===== src/rtl/q_learn_pkg.sv =====
// Shared constants and helpers for the Q-learning update datapath.
// Default widths, saturation limits and the signed clamp function.
package q_learn_pkg;

    localparam int Q_W     = 16;
    localparam int Q_SW    = 4;
    localparam int Q_N_ACT = 9;
    localparam int Q_TAG_W = 8;

    // Working width used by the generic clamp helper
    localparam int CLAMP_W = 64;

    localparam logic signed [Q_W-1:0] Q_MAX = {1'b0, {(Q_W-1){1'b1}}};
    localparam logic signed [Q_W-1:0] Q_MIN = {1'b1, {(Q_W-1){1'b0}}};

    typedef struct packed {
        logic signed [CLAMP_W-1:0] val;
        logic                      sat;
    } clamp_t;

    // Clamp a wide signed value into the signed range of a w-bit word
    function automatic clamp_t sat_clamp(
        input logic signed [CLAMP_W-1:0] v,
        input int unsigned               w
    );
        clamp_t                    r;
        logic signed [CLAMP_W-1:0] hi;
        logic signed [CLAMP_W-1:0] lo;
        hi    = (64'sd1 <<< (w - 1)) - 64'sd1;
        lo    = -(64'sd1 <<< (w - 1));
        r.val = v;
        r.sat = 1'b0;
        if (v > hi) begin
            r.val = hi;
            r.sat = 1'b1;
        end else if (v < lo) begin
            r.val = lo;
            r.sat = 1'b1;
        end
        return r;
    endfunction

endpackage


===== src/rtl/q_update_pipe_if.sv =====
// Upstream and downstream handshake bundle of the Q-value updater.
// The master side feeds updates and drains results.
interface q_update_if
    import q_learn_pkg::*;
#(
    parameter int W     = Q_W,
    parameter int SW    = Q_SW,
    parameter int N_ACT = Q_N_ACT,
    parameter int TAG_W = Q_TAG_W
) ();

    logic                 in_valid;
    logic                 in_ready;
    logic [W-1:0]         in_q;
    logic [N_ACT*W-1:0]   in_next_q;
    logic [W-1:0]         in_reward;
    logic [SW-1:0]        in_gamma;
    logic [SW-1:0]        in_alfa;
    logic                 in_terminal;
    logic [TAG_W-1:0]     in_tag;

    logic                 out_valid;
    logic                 out_ready;
    logic [W-1:0]         out_q_new;
    logic [W-1:0]         out_max_q;
    logic [TAG_W-1:0]     out_tag;
    logic                 out_sat;

    modport master (
        output in_valid, in_q, in_next_q, in_reward,
        output in_gamma, in_alfa, in_terminal, in_tag,
        output out_ready,
        input  in_ready,
        input  out_valid, out_q_new, out_max_q, out_tag, out_sat
    );

    modport slave (
        input  in_valid, in_q, in_next_q, in_reward,
        input  in_gamma, in_alfa, in_terminal, in_tag,
        input  out_ready,
        output in_ready,
        output out_valid, out_q_new, out_max_q, out_tag, out_sat
    );

endinterface


===== src/rtl/q_update_pipe_shifter.sv =====
// Parametrised arithmetic right shifter.
// Shift amounts of W or more saturate to the sign fill.
module barrel_shifter_param #(
    parameter int W  = 16,
    parameter int SW = 4
) (
    input  logic signed [W-1:0]  din,
    input  logic        [SW-1:0] shamt,
    output logic signed [W-1:0]  dout
);

    // Sign-filling shift with an explicit over-range case
    always_comb begin
        dout = din >>> shamt;
        if (32'(shamt) >= W) begin
            dout = {W{din[W-1]}};
        end
    end

endmodule


===== src/rtl/q_update_pipe.sv =====
// Three-stage saturating Q-value updater with valid/ready flow control.
// S1 max/discount, S2 TD error, S3 learning-rate step and write value.
module q_update_pipe
    import q_learn_pkg::*;
#(
    parameter int W     = Q_W,
    parameter int SW    = Q_SW,
    parameter int N_ACT = Q_N_ACT,
    parameter int TAG_W = Q_TAG_W
) (
    input logic       clk,
    input logic       rst_n,
    q_update_if.slave bus
);

    logic adv1;
    logic adv2;
    logic adv3;

    logic v1;
    logic v2;
    logic v3;

    logic signed [W-1:0] cand;
    logic signed [W-1:0] max_c;
    logic signed [W-1:0] max_eff;
    logic signed [W-1:0] g_c;

    logic signed [W-1:0] g1;
    logic signed [W-1:0] max1;
    logic signed [W-1:0] q1;
    logic signed [W-1:0] r1;
    logic [SW-1:0]       alfa1;
    logic [TAG_W-1:0]    tag1;

    logic signed [W+1:0] d_wide;
    clamp_t              d_clamp;

    logic signed [W-1:0] d2;
    logic signed [W-1:0] max2;
    logic signed [W-1:0] q2;
    logic [SW-1:0]       alfa2;
    logic [TAG_W-1:0]    tag2;
    logic                sat2;

    logic signed [W-1:0] a_c;
    logic signed [W:0]   n_wide;
    clamp_t              n_clamp;

    assign adv3 = !v3 || bus.out_ready;
    assign adv2 = !v2 || adv3;
    assign adv1 = !v1 || adv2;

    assign bus.in_ready  = adv1;
    assign bus.out_valid = v3;

    // Signed maximum over the next-state action values
    always_comb begin
        max_c = $signed(bus.in_next_q[W-1:0]);
        cand  = '0;
        for (int i = 1; i < N_ACT; i++) begin
            cand = $signed(bus.in_next_q[i*W +: W]);
            if (cand > max_c) begin
                max_c = cand;
            end
        end
    end

    assign max_eff = bus.in_terminal ? '0 : max_c;

    barrel_shifter_param #(
        .W  (W),
        .SW (SW)
    ) u_gamma_shift (
        .din   (max_eff),
        .shamt (bus.in_gamma),
        .dout  (g_c)
    );

    // S1 register: discounted max plus carried operands
    always_ff @(posedge clk or negedge rst_n) begin
        if (!rst_n) begin
            v1    <= 1'b0;
            g1    <= '0;
            max1  <= '0;
            q1    <= '0;
            r1    <= '0;
            alfa1 <= '0;
            tag1  <= '0;
        end else if (adv1) begin
            v1 <= bus.in_valid;
            if (bus.in_valid) begin
                g1    <= g_c;
                max1  <= max_eff;
                q1    <= $signed(bus.in_q);
                r1    <= $signed(bus.in_reward);
                alfa1 <= bus.in_alfa;
                tag1  <= bus.in_tag;
            end
        end
    end

    // TD error at W+2 bits, then clamped back to W
    always_comb begin
        d_wide  = (W+2)'(r1) + (W+2)'(g1) - (W+2)'(q1);
        d_clamp = sat_clamp(CLAMP_W'(d_wide), W);
    end

    // S2 register: clamped TD error and its clamp flag
    always_ff @(posedge clk or negedge rst_n) begin
        if (!rst_n) begin
            v2    <= 1'b0;
            d2    <= '0;
            max2  <= '0;
            q2    <= '0;
            alfa2 <= '0;
            tag2  <= '0;
            sat2  <= 1'b0;
        end else if (adv2) begin
            v2 <= v1;
            if (v1) begin
                d2    <= W'(d_clamp.val);
                max2  <= max1;
                q2    <= q1;
                alfa2 <= alfa1;
                tag2  <= tag1;
                sat2  <= d_clamp.sat;
            end
        end
    end

    barrel_shifter_param #(
        .W  (W),
        .SW (SW)
    ) u_alfa_shift (
        .din   (d2),
        .shamt (alfa2),
        .dout  (a_c)
    );

    // New Q at W+1 bits, then clamped back to W
    always_comb begin
        n_wide  = (W+1)'(q2) + (W+1)'(a_c);
        n_clamp = sat_clamp(CLAMP_W'(n_wide), W);
    end

    // S3 register: result held stable while downstream stalls
    always_ff @(posedge clk or negedge rst_n) begin
        if (!rst_n) begin
            v3            <= 1'b0;
            bus.out_q_new <= '0;
            bus.out_max_q <= '0;
            bus.out_tag   <= '0;
            bus.out_sat   <= 1'b0;
        end else if (adv3) begin
            v3 <= v2;
            if (v2) begin
                bus.out_q_new <= W'(n_clamp.val);
                bus.out_max_q <= max2;
                bus.out_tag   <= tag2;
                bus.out_sat   <= sat2 | n_clamp.sat;
            end
        end
    end

endmodule


===== src/flat_wrapper.sv =====
// flat-port wrapper written by rule: the top's interface ports become plain ports
module q_update_pipe_flat import q_learn_pkg::*;
#(
    parameter int W     = Q_W,
    parameter int SW    = Q_SW,
    parameter int N_ACT = Q_N_ACT,
    parameter int TAG_W = Q_TAG_W
)
  (clk, rst_n, bus_in_valid, bus_in_q, bus_in_next_q, bus_in_reward, bus_in_gamma, bus_in_alfa, bus_in_terminal, bus_in_tag, bus_out_ready, bus_in_ready, bus_out_valid, bus_out_q_new, bus_out_max_q, bus_out_tag, bus_out_sat);
  q_update_if #(.W(W), .SW(SW), .N_ACT(N_ACT), .TAG_W(TAG_W)) bus_i ();
  input logic clk;
  input logic rst_n;
  input wire logic [$bits(bus_i.in_valid)-1:0] bus_in_valid;
  input wire logic [$bits(bus_i.in_q)-1:0] bus_in_q;
  input wire logic [$bits(bus_i.in_next_q)-1:0] bus_in_next_q;
  input wire logic [$bits(bus_i.in_reward)-1:0] bus_in_reward;
  input wire logic [$bits(bus_i.in_gamma)-1:0] bus_in_gamma;
  input wire logic [$bits(bus_i.in_alfa)-1:0] bus_in_alfa;
  input wire logic [$bits(bus_i.in_terminal)-1:0] bus_in_terminal;
  input wire logic [$bits(bus_i.in_tag)-1:0] bus_in_tag;
  input wire logic [$bits(bus_i.out_ready)-1:0] bus_out_ready;
  output wire logic [$bits(bus_i.in_ready)-1:0] bus_in_ready;
  output wire logic [$bits(bus_i.out_valid)-1:0] bus_out_valid;
  output wire logic [$bits(bus_i.out_q_new)-1:0] bus_out_q_new;
  output wire logic [$bits(bus_i.out_max_q)-1:0] bus_out_max_q;
  output wire logic [$bits(bus_i.out_tag)-1:0] bus_out_tag;
  output wire logic [$bits(bus_i.out_sat)-1:0] bus_out_sat;
  assign bus_i.in_valid = bus_in_valid;
  assign bus_i.in_q = bus_in_q;
  assign bus_i.in_next_q = bus_in_next_q;
  assign bus_i.in_reward = bus_in_reward;
  assign bus_i.in_gamma = bus_in_gamma;
  assign bus_i.in_alfa = bus_in_alfa;
  assign bus_i.in_terminal = bus_in_terminal;
  assign bus_i.in_tag = bus_in_tag;
  assign bus_i.out_ready = bus_out_ready;
  assign bus_in_ready = bus_i.in_ready;
  assign bus_out_valid = bus_i.out_valid;
  assign bus_out_q_new = bus_i.out_q_new;
  assign bus_out_max_q = bus_i.out_max_q;
  assign bus_out_tag = bus_i.out_tag;
  assign bus_out_sat = bus_i.out_sat;
  q_update_pipe #(.W(W), .SW(SW), .N_ACT(N_ACT), .TAG_W(TAG_W)) u_core (.clk(clk), .rst_n(rst_n), .bus(bus_i));
endmodule

===== config.mk =====
export PLATFORM = sky130hd
export DESIGN_NAME = q_update_pipe_flat
export DESIGN_NICKNAME = d
export VERILOG_FILES = /design/src/rtl/q_learn_pkg.sv /design/src/rtl/q_update_pipe_if.sv /design/src/rtl/q_update_pipe_shifter.sv /design/src/rtl/q_update_pipe.sv /design/src/flat_wrapper.sv
export SDC_FILE = /design/constraint.sdc
export NUM_CORES = 1
export LEC_CHECK = 0
export BUFFER_PORTS_ARGS = -buffer_cell sky130_fd_sc_hd__buf_2
export CAP_MARGIN = 20
export CORE_MARGIN = 5
export CORE_UTILIZATION = 58
export CTS_CLUSTER_DIAMETER = 200
export DETAILED_ROUTE_END_ITERATION = 8
export PLACE_DENSITY = 0.81
export SYNTH_ARGS = -nofsm -noshare
export SYNTH_HDL_FRONTEND = slang
export SYNTH_SLANG_ARGS = --single-unit

===== constraint.sdc =====
create_clock -name clk -period 6.26 [get_ports clk]
set_clock_uncertainty 0.05 [all_clocks]
set_input_delay 1.252 -clock clk [delete_from_list [all_inputs] [get_ports clk]]
set_output_delay 1.252 -clock clk [all_outputs]
set_load 0.01 [all_outputs]

==> metrics.md, run 1 <==
| Metric | Value |
|---|---|
| Outcome | `complete, but fails checks` |
| Failing checks | `negative setup slack` |
| DRT antenna net count | `0` |
| Hold Path Origin | `u_core.tag1[6]` |
| Static Leak | `around 12 nW` |
| Mapped Nets | `2309` |
| R2r startpoint | `u_core.alfa2[1]` |
| Layout area overhead | `49.6%` |
| Worst Path Required | `roughly 6.6 ns` |
| Root buffer selected by CTS | `clkbuf_16` |
| Ys Warns | `0` |
| Tmin final | `roughly 19 ns` |
| Max FO, Critical Path | `12` |
| Yosys top cell by area | `dfrtp_1` |
| Final hold violation count | `0` |
| WL met3 | `between 5000 and 6000 µm` |
| Sequential area share after synthesis | `0.287` |
| Top FF cell, synth | `dfrtp_1` |
| Metal-1 WL | `about 24000 µm` |
| CTS Sinks | `180` |
| Buf/Inv on CP | `14` |
| Worst slack, placed | `-13.49 ns` |
| Nets@finish | `between 2000 and 3000` |
| Worst EP arrival | `19.75 ns` |
| FILL cells | `1280` |
| CTS Hold Buffers Added | `0` |
| Min-delay worst type | `register to register` |
| Max-cap violations | `0` |
| Post-synthesis cell area | `15700 µm²` |
| Critical path's largest stage delay | `0.47 ns` |
| Routed len/inst | `23.0 µm` |
| Total power | `17.6 mW` |
| Async SR Flop Fraction | `1.00` |
| GRT Residual Overflow | `0` |
| RSZ-0062 raised after global routing | `yes` |
| DRC viols | `0` |
| CORE AREA | `26800 µm²` |
| Worst-case clock buffer depth | `2` |
| Die height | `175 µm` |
| Clk pin slew, worst setup/hold paths | `0.08 ns` |
| PwrDens | `approximately 750 nW/µm²` |
| Synth top area share | `0.287` |
| I/O pins | `240` |
| Pin count of the biggest net entering global routing | `around 170` |
| Max_slew headroom | `0.365` |
| Number of synthesized flops with an enable pin | `0` |
| DRT Pass-1 Iters | `6` |
| Die ar. | `30500 µm²` |
| Buffers on Ports | `239` |
| CP endpoint kind | `register` |
| Highest routed metal layer | `met5` |
| Critical Path Source | `bus_in_next_q[5]` |
| Type of the worst setup path | `primary input to register` |
| Worst skew pair latency | `0.44 ns` |
| Cell with the most instances after synthesis | `nand2_1` |
| Worst ir drop on vdd | `0.00102 V` |
| Slew @ Worst Pin | `0.952 ns` |
| Starting Density | `0.586` |
| Top cells by area, synth | `dfrtp_1 29%, ha_1 12%, nand2_1 8.9%, inv_1 4.6%, a21oi_1 4.5%` |
| Via count | `18700` |
| Vias in the first global route | `18200` |
| Endpoints failing setup | `31` |
| Final WL | `67700 µm` |
| Crit path max-delay cell type | `or4b_4` |
| H-tree levels | `4` |
| Initial DRC Count | `1962` |
| Row cnt | `60` |
| DPL Wire Length | `~44000 µm` |
| Layout cell share with drive strength beyond 1 | `0.412` |
| All-layer global routing usage | `0.398` |
| Fin worst setup slack | `-13.20 ns` |
| Crit start category | `primary input` |
| Met2 routed WL | `31800 µm` |
| Final Slew Violations | `0` |
| Post-Syn Instances | `1943` |
| Die W | `between 150 and 200 µm` |
| Post-synthesis register bit count | `180` |
| Crit share post-route | `3.11` |
| Max frequency | `~0.05 GHz` |
| CP top delay family | `compound AO/OA/AOI/OAI gates` |
| Avg Synthesized Cell Area | `~8.1 µm²` |
| Most frequent cells after synthesis | `374 x nand2_1, 191 x inv_1, 180 x dfrtp_1` |
| Gpl congestion | `~1.0` |
| Vias per inst | `roughly 6.4` |
| Cell variety after synth | `90` |
| Initial antenna violation count | `2` |
| CTS Buf Count | `17` |
| CTS tree | `yes` |
| First-pass GRT wire length | `97300 µm` |
metal layers:
metal	track usage	vias up
li1	-	8121
met1	0.472	8771
met2	0.678	1338
met3	0.0626	453
met4	0.243	2
met5	0	-
sequential cells by signal (all words and copies together), names as in the netlist, 16 cells and up:
register,count
u_core.max2,16
u_core.bus.out_q_new,16
u_core.r1,16
u_core.bus.out_max_q,16
u_core.g1,16
u_core.q2,16
u_core.q1,16
u_core.d2,16
area by class of cell:
class                   instances  area (µm²)  area share
flip-flops and latches        180        4510       0.192
clock buffers                  17         425      0.0181
diodes                          2        5.00    0.000213
well taps                     341         427      0.0182
clock inverters                15         194     0.00826
multi-input cells            1482       12000       0.510
repair buffers                712        5190       0.221
inverters                     193         754      0.0321
final timing paths:
path,endpoint,slack [ns],depth (start not counted)
max,u_core.g1[2],-13.20,106
min,u_core.tag2[6],0.42,2
max reg2reg,u_core.bus.out_q_new[14],0.08,27
min reg2reg,u_core.tag2[6],0.42,2
max in group asynchronous,u_core.alfa2[1],4.40,2
min in group asynchronous,u_core.bus.out_max_q[2],0.55,1
worst register-to-register path: stages, from the launching register on:
cell and delay (ns):
dfrtp_4 0.59, mux2_2 0.40, nor2_1 0.11, a21oi_1 0.08, mux2_2 0.31, nand2_1 0.07, o21ai_0 0.14, ha_1 0.27
fa_1 0.42, a21oi_1 0.19, nor2_1 0.07, nor2_1 0.17, o21bai_1 0.13, a21oi_1 0.32, o21bai_1 0.12, a21oi_1 0.30
o21bai_1 0.12, a21oi_1 0.23, o21bai_1 0.11, a21oi_1 0.26, o21bai_1 0.12, a21oi_2 0.21, nor2b_1 0.08, nor3_1 0.22
mux2_2 0.29, nor2_1 0.20, o21ai_0 0.30, o21ai_0 0.15
metrics by stage:
stage          TNS, ns  instances  utilization  area (µm²)  hold slack (ns)
2_1_floorplan  -385.09       1943            -       16300            0.389
3_3_place_gp   -387.54       2786        0.748       20100            0.394
3_5_place_dp   -400.94       2786        0.748       20100            0.403
4_1_cts        -363.47       2903        0.839       22500            0.420
5_1_grt        -424.16       2941        0.876       23500            0.446
6_report       -399.05       2942        0.876       23500            0.418
power by group:
part           total (mW)  switching, mW  internal (mW)
Sequential           1.83          0.290           1.54
Clock                1.14          0.496          0.639
Combinational        14.7           7.51           7.16
kinds of logic after synthesis:
logic type / after synthesis / share of synthesized area
XOR/XNOR: 37 / 0.0206
AO/OA/AOI/OAI: 499 / 0.208
multiplexers: 124 / 0.0916
AND/OR/NAND/NOR: 650 / 0.180
flip-flops: 180 / 0.287
adder cells (fa/ha/maj): 170 / 0.143
buffers and inverters: 283 / 0.0691
layout by cell type, fill, tap and decap left out, types with 11 or more instances in the layout:
cell	Yosys	final
a22o_1	12	12
nor2_1	120	105
a21o_1	27	27
o21ai_2	0	11
clkbuf_16	0	18
mux2i_4	0	13
nand4_1	29	29
nand2_1	374	357
a31oi_1	15	12
o21bai_1	26	26
buf_6	1	55
buf_2	3	217
ha_4	0	37
mux2_2	52	46
mux2i_1	60	45
nor3_1	19	11
ha_1	152	113
dfrtp_1	180	178
nor2b_1	26	22
fa_1	17	17
nand3_1	22	18
o21ai_0	119	80
o21ai_1	5	24
inv_1	191	164
inv_2	1	18
a21oi_1	142	112
a21oi_2	0	23
buf_4	3	422
nand2b_1	16	16
xnor2_1	30	30
timing repair:
item | 4_1_cts | 5_1_grt
pin swaps | 83 | 110
endpoints found under the setup margin | 31 | 47
gates cloned | 3 | 1
gates resized for setup | 242 | 134
buffers inserted | 86 | 40
Power figures use the tool's default switching activity.
==> run 2, diff against run 1 <==
- PLACE_DENSITY: 0.81 -> 0.82
==> run 2 against run 1 <==
Against the previous run:
- the run still ends with negative setup slack left
- routed wire length down 2.2%
- sequential cell count unchanged
- highest routed layer unchanged
- setup slack worse by 0.17 ns
- count of clock-buffer cells in the layout unchanged
- final area down 2.0%
- worst hold slack better by 0.0013 ns
- via count about the same
- non-clock buffer count down 34
- first-iteration DRC count up 18%
- final cell count down 1.2%
==> metrics.md, run 2 (same netlist as run 1, synthesis figures left out) <==
| Metric | Value |
|---|---|
| Routed len/inst | `22.8 µm` |
| Clk pin slew, worst setup/hold paths | `0.08 ns` |
| CTS Sinks | `between 150 and 200` |
| Endpoints failing setup | `31` |
| DRT Pass-1 Iters | `7` |
| Final hold violation count | `0` |
| Worst skew pair latency | `0.45 ns` |
| DPL Wire Length | `about 43000 µm` |
| Max_slew headroom | `0.280` |
| Initial DRC Count | `2307` |
| CORE AREA | `26800 µm²` |
| Final Slew Violations | `0` |
| Root buffer selected by CTS | `clkbuf_16` |
| Nets@finish | `2917` |
| Tmin final | `19.63 ns` |
| Type of the worst setup path | `primary input to register` |
| Min-delay worst type | `register to register` |
| Crit share post-route | `3.14` |
| Vias per inst | `6.43` |
| All-layer global routing usage | `0.399` |
| Fin Hold WS | `0.419 ns` |
| Worst slack, placed | `-13.20 ns` |
| Max frequency | `0.0509 GHz` |
| Final WL | `66200 µm` |
| I/O pins | `240` |
| Reg2Reg Setup Slack | `between 0.2 and 0.25 ns` |
| Worst-case clock buffer depth | `2` |
| Fin util | `0.858` |
| Gpl congestion | `1.02` |
| Layout cell share with drive strength beyond 1 | `0.399` |
| Worst Path Required | `6.54 ns` |
| Crit start category | `primary input` |
| DRC viols | `0` |
| Initial antenna violation count | `5` |
| First-pass GRT wire length | `98400 µm` |
| FILL cells | `about 1400` |
| Post-Layout Cell Count | `slightly below 3000` |
| Pin count of the biggest net entering global routing | `70` |
| Crit path max-delay cell type | `or4_4` |
| Max FO, Critical Path | `8` |
| DRT antenna net count | `0` |
| GRT Residual Overflow | `0` |
| Worst EP arrival | `~20 ns` |
| Die height | `175 µm` |
| Starting Density | `0.586` |
| Critical path's largest stage delay | `0.55 ns` |
| Commonest non-fill, non-tap cells in the layout | `395 x buf_4, 357 x nand2_1, 219 x buf_2, 178 x dfrtp_1, 174 x inv_1` |
| Placed cells | `2778` |
| Vias in the first global route | `18700` |
| Die W | `about 170 µm` |
| CTS tree | `yes` |
| RSZ-0062 raised after global routing | `yes` |
| Slew @ Worst Pin | `1.08 ns` |
| Outcome | `complete, but fails checks` |
| Layout area overhead | `46.5%` |
| Commonest non-fill, non-tap cell in the layout | `buf_4` |
| CP most frequent cell | `a21oi_2` |
| Die ar. | `30500 µm²` |
| CTS Buf Count | `17` |
| Buffers on Ports | `about 240` |
| Failing checks | `negative setup slack` |
| Row cnt | `60` |
| H-tree levels | `4` |
| Max-cap violations | `0` |
| CP endpoint kind | `register` |
| Fin worst setup slack | `-13.37 ns` |
| Via count | `18700` |
==> run 2: what timing repair did <==
action	4_1_cts	5_1_grt
pin swaps	94	60
gates cloned	4	0
buffers inserted	70	28
gates resized for setup	216	112
setup endpoints to repair	31	46
hold buffers	0	0
==> run 2: stage by stage <==
step | cell area [µm²] | TNS, ns
floorplan | 16300 | -385.09
global placement | 20000 | -387.14
detailed placement | 20000 | -398.37
CTS | 22300 | -363.64
global route | 23000 | -428.84
finish | 23000 | -400.66
==> run 2: final timing paths <==
| path | start | end | cells after the start |
|---|---|---|---|
| worst max-delay path | bus_in_next_q[9] | u_core.g1[12] | 112 |
| worst min-delay path | u_core.tag1[5] | u_core.tag2[5] | 2 |
| worst max register to register | u_core.alfa2[1] | u_core.bus.out_q_new[2] | 27 |
| worst min register to register | u_core.tag1[5] | u_core.tag2[5] | 2 |
| max in group asynchronous | rst_n | u_core.alfa2[1] | 2 |
| min in group asynchronous | rst_n | u_core.bus.out_valid | 1 |
==> run 2: final cells by class <==
class	count	area, µm²	area share
clock buffer	17	425	0.0185
clock inverter	15	191	0.00832
sequential	180	4510	0.196
timing repair buffer	678	4940	0.215
antenna	3	7.51	0.000326
multi-input combinational	1481	11800	0.511
inverter	193	744	0.0324
tap	341	427	0.0185
==> run 2: critical path, delay by kind of cell <==
kind            cells  cell delay [ns]
buf+inv            20             2.65
compound gates     46             7.66
simple gates       31             4.51
fa+ha+maj           8             1.97
mux                 7             1.83
==> run 2: per-layer routing <==
layer | vias to the layer above | routed length [µm] | GRT usage
met5 | - | 22 | 0
met4 | 4 | 5790 | 0.247
met3 | 481 | 6600 | 0.0900
met2 | 1390 | 31000 | 0.668
met1 | 8772 | 22800 | 0.465
li1 | 8043 | - | -
Power of run 2 is left out: the tool's default activity adds up to more than one toggle a clock period on the data nets, which glitch-free logic cannot reach.
